[config.mk]
export PLATFORM = sky130hd
export DESIGN_NAME = mem_port_arbiter
export DESIGN_NICKNAME = d
export VERILOG_FILES = /design/src/rtl/mem_arb_pkg.sv /design/src/rtl/mem_port_arbiter_rr_arb2.sv /design/src/rtl/mem_port_arbiter.sv
export SDC_FILE = /design/constraint.sdc
export NUM_CORES = 1
export LEC_CHECK = 0
export CORE_AREA = 2 2 117 119
export DETAILED_ROUTE_END_ITERATION = 8
export DIE_AREA = 0 0 119 121
export PLACE_DENSITY = 0.67
export SYNTH_ARGS = -nofsm -noshare
export SYNTH_HDL_FRONTEND = slang
export SYNTH_SLANG_ARGS = --single-unit
[constraint.sdc]
create_clock -name clk -period 1.69 [get_ports clk]
set_input_delay 0.169 -clock clk [delete_from_list [all_inputs] [get_ports clk]]
set_output_delay 0.169 -clock clk [all_outputs]
set_load 0.1 [all_outputs]
[src/rtl/mem_arb_pkg.sv]
// Shared types and constants for the two-master memory port arbiter.
package mem_arb_pkg;

  typedef enum logic {
    IDLE    = 1'b0,
    RD_WAIT = 1'b1
  } arb_state_t;

  typedef logic req_id_t;

  localparam int unsigned PRIO_RR          = 0;
  localparam int unsigned PRIO_FIXED       = 1;
  localparam int unsigned MAX_READ_LATENCY = 4;
  // Counter holds READ_LATENCY-1, so 2 bits cover the legal range.
  localparam int unsigned CNT_W            = 2;

endpackage

[src/rtl/mem_port_arbiter_rr_arb2.sv]
// Two-input winner select plus the last_grant history register.
module rr_arb2
  import mem_arb_pkg::*;
#(
  parameter int unsigned PRIORITY_MODE = PRIO_RR
) (
  input  logic       clk,
  input  logic       rst,
  input  logic [1:0] req,
  input  logic       advance,
  output logic       any_req,
  output req_id_t    winner,
  output req_id_t    last_grant
);

  always_comb begin
    any_req = |req;
    winner  = 1'b0;
    case (req)
      2'b01:   winner = 1'b0;
      2'b10:   winner = 1'b1;
      2'b11:   winner = (PRIORITY_MODE == PRIO_FIXED) ? 1'b0 : ~last_grant;
      default: winner = 1'b0;
    endcase
  end

  // Resetting to 1 hands m0 the first contested grant.
  always_ff @(posedge clk) begin
    if (rst) begin
      last_grant <= 1'b1;
    end else if (advance) begin
      last_grant <= winner;
    end
  end

endmodule

[src/rtl/mem_port_arbiter.sv]
// Serialises m0/m1 transactions onto one synchronous memory port and routes read completions.
module mem_port_arbiter
  import mem_arb_pkg::*;
#(
  parameter int unsigned READ_LATENCY  = 1,
  parameter int unsigned PRIORITY_MODE = PRIO_RR,
  parameter int unsigned ADDR_W        = 32
) (
  input  logic              clk,
  input  logic              rst,
  input  logic              ena,
  input  logic              m0_req,
  input  logic [ADDR_W-1:0] m0_addr,
  input  logic [31:0]       m0_wr_data,
  input  logic              m0_wr_ena,
  output logic              m0_gnt,
  output logic [31:0]       m0_rd_data,
  output logic              m0_rd_valid,
  input  logic              m1_req,
  input  logic [ADDR_W-1:0] m1_addr,
  input  logic [31:0]       m1_wr_data,
  input  logic              m1_wr_ena,
  output logic              m1_gnt,
  output logic [31:0]       m1_rd_data,
  output logic              m1_rd_valid,
  output logic [ADDR_W-1:0] mem_addr,
  output logic [31:0]       mem_wr_data,
  output logic              mem_wr_ena,
  input  logic [31:0]       mem_rd_data,
  output logic              busy,
  output logic              last_grant
);

  if (READ_LATENCY < 1 || READ_LATENCY > MAX_READ_LATENCY) begin : g_bad_latency
    $error("mem_port_arbiter: READ_LATENCY must be in 1..%0d", MAX_READ_LATENCY);
  end

  localparam logic [CNT_W-1:0] LAT_LOAD = CNT_W'(READ_LATENCY - 1);

  arb_state_t        state;
  logic [CNT_W-1:0]  cnt;
  req_id_t           owner;
  logic [ADDR_W-1:0] rd_addr;

  logic              any_req;
  req_id_t           winner;
  logic              take;
  logic [ADDR_W-1:0] win_addr;
  logic [31:0]       win_wdata;
  logic              win_we;

  assign take      = !rst && ena && (state == IDLE) && any_req;
  assign win_addr  = winner ? m1_addr    : m0_addr;
  assign win_wdata = winner ? m1_wr_data : m0_wr_data;
  assign win_we    = winner ? m1_wr_ena  : m0_wr_ena;

  rr_arb2 #(.PRIORITY_MODE(PRIORITY_MODE)) u_arb (
    .clk        (clk),
    .rst        (rst),
    .req        ({m1_req, m0_req}),
    .advance    (take),
    .any_req    (any_req),
    .winner     (winner),
    .last_grant (last_grant)
  );

  assign m0_rd_data = mem_rd_data;
  assign m1_rd_data = mem_rd_data;

  // Outputs are forced to reset values while rst is high so a read due
  // in the reset cycle is dropped rather than reported.
  always_comb begin
    m0_gnt      = 1'b0;
    m1_gnt      = 1'b0;
    m0_rd_valid = 1'b0;
    m1_rd_valid = 1'b0;
    mem_addr    = '0;
    mem_wr_data = '0;
    mem_wr_ena  = 1'b0;
    busy        = 1'b0;
    if (!rst) begin
      if (state == RD_WAIT) begin
        busy     = 1'b1;
        mem_addr = rd_addr;
        if (cnt == '0) begin
          m0_rd_valid = (owner == 1'b0);
          m1_rd_valid = (owner == 1'b1);
        end
      end else if (take) begin
        m0_gnt      = (winner == 1'b0);
        m1_gnt      = (winner == 1'b1);
        mem_addr    = win_addr;
        mem_wr_data = win_wdata;
        mem_wr_ena  = win_we;
      end
    end
  end

  always_ff @(posedge clk) begin
    if (rst) begin
      state   <= IDLE;
      cnt     <= '0;
      owner   <= 1'b0;
      rd_addr <= '0;
    end else begin
      case (state)
        IDLE: begin
          if (take && !win_we) begin
            state   <= RD_WAIT;
            cnt     <= LAT_LOAD;
            owner   <= winner;
            rd_addr <= win_addr;
          end
        end
        RD_WAIT: begin
          if (cnt == '0) begin
            state <= IDLE;
          end else begin
            cnt <= cnt - CNT_W'(1);
          end
        end
        default: state <= IDLE;
      endcase
    end
  end

endmodule

==> impl_metrics.csv <==
group,metric,value,unit
die,design.core.area,13090,um2
critical_path,reg2reg_from,"u_arb.last_grant$_SDFFE_PP1N_",
pwr,p_per_area,554.2,nW/um2
pwr,peakVddDrop,0.3643,mV
flow_run,maxCapViolations,0,
synth,syn_avg_cell_area,7.411,um2
die,row_count,42,
placement,placement.io_buffers,205,
critical_path,start_kind,"flop",
critical_path,worst-r2r-setup-slack,80,ps
timing,finalHoldViolCount,0,
clocking,root_buffer,"clkbuf_16",
die,die_h,121,um
critical_path,worstPathMaxFanout,12,
clocking,path_clk_slew,60,ps
detailed_routing,wl_per_cell,19.90,um
grt,grt-ovfl-total,0,
synth,synth_edf_count,0,
synth,async_flop_share,0,
die,io_pins,302,
critical_path,cpPeakStageDelay,350,ps
placement,dp_hpwl,12200,um
finish,final_cell_mix,"clkdlybuf4s50_1 (130), buf_12 (91), nand2_1 (80), buf_4 (56), dfxtp_1 (35)",
grt,groute.usage.overall,0.2080,
critical_path,crit_top_cell,"buf_12",
finish,final_cell_area,8085,um2
hold_path,min_path_type,"primary input to flop",
hold_path,hp-start,"rst",
timing,drv_slew,0,
synth,ys_warn_count,0,
placement,gp_congestion,0.8400,
clocking,cts_buffers,5,
detailed_routing,final_antenna_net_count,0,
timing,grt_setup_unrepaired,"yes",
critical_path,arrival,1710,ps
clocking,postCtsHoldBufs,0,
status,failed_checks,"setup timing",
clocking,cts_tree,"built",
timing,finalClockSkew,2.929,ps
synth,syn-num-nets,595,
finish,drive_above_1_share,0.5281,
grt,grt_pass1_wl,23610,um
timing,period_share,1.110,
synth,netlist_instances,427,
synth,synth_cell_types,28,
finish,utilization,0.6179,
placement,dp_cells,785,
placement,placedInstanceArea,7144,um2
detailed_routing,drtPass1Iterations,4,
clocking,clock_sinks,37,
grt,grt_pass1_vias,4281,
finish,layout_commonest_cell,"clkdlybuf4s50_1",
critical_path,crit_start,"state$_SDFF_PP0_",
detailed_routing,drcViolationCount,0,
timing,finalSetupViolCount,66,
timing,fin_tns_setup,-9408,ps
timing,period_needed,1876,ps
pwr,p_leak,2.894,nW
detailed_routing,wl,16260,um
critical_path,slowest_stage,"dfxtp_4",
detailed_routing,num_vias,3980,
synth,ys_seq_elements,37,
synth,synth_seq_area_share,0.2341,
timing,fmax,533.1,MHz
status,status,"complete, but fails checks",
synth,synth_area,3164,um2
clocking,htree_levels,2,
grt,antenna_found_initial,1,
detailed_routing,drt_iter0_drc,126,
critical_path,required,1520,ps
pwr,p_total,4.481,mW
critical_path,cp-end-kind,"output pin",
timing,slew_headroom,0.7652,
critical_path,critical_path_class,"flop to output pin",
die,start_util,0.2418,
clocking,cts_buffer_depth,2,
timing,worstMarginPinSlew,345.3,ps
grt,grt_start_max_net_pins,23,
finish,nets,807,
timing,worst_slack,-185.9,ps
critical_path,worstPathCellList,"nor3b_4, o21ai_4, buf_12, buf_12, o21ai_4, buf_12",
detailed_routing,vias_per_cell,4.871,
finish,final_cells,817,
clocking,clk_latency,280,ps
die,dieArea,14400,um2
die,die_w,119,um
synth,ys.flop_type,"dfxtp_1",
finish,area_growth_syn_to_layout,155.5,%
-- cell type report --
type                    count  area (um2)
fillers                   960        5000
repair buffers            304        3911
multi-input cells         288        3019
flip-flops and latches     37       748.2
well taps                 176       220.2
clock buffers               7       142.6
clock inverters             1       30.03
inverters                   3       11.26
diodes                      1       2.502
-- stage by stage --
| step | hold WS (ps) | setup slack (ps) |
|---|---|---|
| after global placement | 339.0 | -314.6 |
| after CTS | 264.5 | -238.4 |
| after floorplan | 339.0 | -232.1 |
| after global routing | 280.1 | -241.1 |
| after detailed placement | 339.0 | -404.1 |
| final | 265.5 | -185.9 |
-- per-layer routing --
layer	vias up	track usage	share of wire
met4	0	0.04539	0.021
met5	-	0	0
met3	25	0.05686	0.062
met1	1919	0.2198	0.36
met2	194	0.4077	0.56
li1	1842	-	-
-- kinds of logic (layout without fill, tap and decap cells) --
family / count (synthesis) / after routing / synth area share
and+or+nand+nor: 115 / 115 / 0.1495
adders and majority gates: 1 / 1 / 0.003954
muxes: 32 / 32 / 0.1012
AOI/OAI and AO/OA: 139 / 140 / 0.3021
other: 0 / 1 / 0
DFF: 37 / 37 / 0.2341
buffers and inverters: 103 / 315 / 0.2092
-- worst max-delay path: cells and delay by family, from the launching register on --
kind	cells	cell delay, ps
buffers and inverters	3	520
flip-flops	1	350
AO/OA/AOI/OAI	2	310
AND/OR/NAND/NOR	1	230
-- state kept, by name, indices dropped and copies added (netlist names) --
| name | cells |
|---|---|
| u_arb.last_grant | 1 |
| rd_addr | 32 |
| owner | 1 |
| state | 1 |
| cnt | 2 |
-- final timing paths --
path                              endpoint  depth (start not counted)
setup / recovery              mem_addr[21]                          6
setup reg to reg  rd_addr[17]$_SDFFE_PP0P_                          6
hold / removal    rd_addr[27]$_SDFFE_PP0P_                          3
hold reg to reg        cnt[0]$_SDFFE_PP0P_                          2
-- cell usage after synthesis, types with 2 or more instances --
cell / instances / area, um2
a211oi_1: 4 / 30.03
clkbuf_1: 23 / 86.33
a21oi_1: 67 / 335.3
buf_2: 10 / 50.05
nand3b_1: 2 / 15.01
dfxtp_1: 37 / 740.7
nor2b_1: 2 / 12.51
buf_4: 64 / 480.5
o21ai_1: 34 / 170.2
nand2b_1: 2 / 12.51
buf_6: 3 / 33.78
inv_1: 3 / 11.26
nand2_1: 100 / 375.4
a211oi_2: 28 / 350.3
mux2i_1: 32 / 320.3
or3_1: 2 / 12.51
nor2_1: 3 / 11.26
-- what timing repair did --
action                                  CTS  global route
resized for setup                        58            46
setup buffers                            10            10
endpoints found under the setup margin   71            90
pin swaps                                19            27
gates cloned                              3             7
-- where the power goes --
group          switching [mW]  internal, mW  total [mW]
Clock                   0.370         0.737        1.11
Combinational            1.29          1.14        2.44
Sequential             0.0251         0.912       0.937
(Power assumes the default switching activity.)
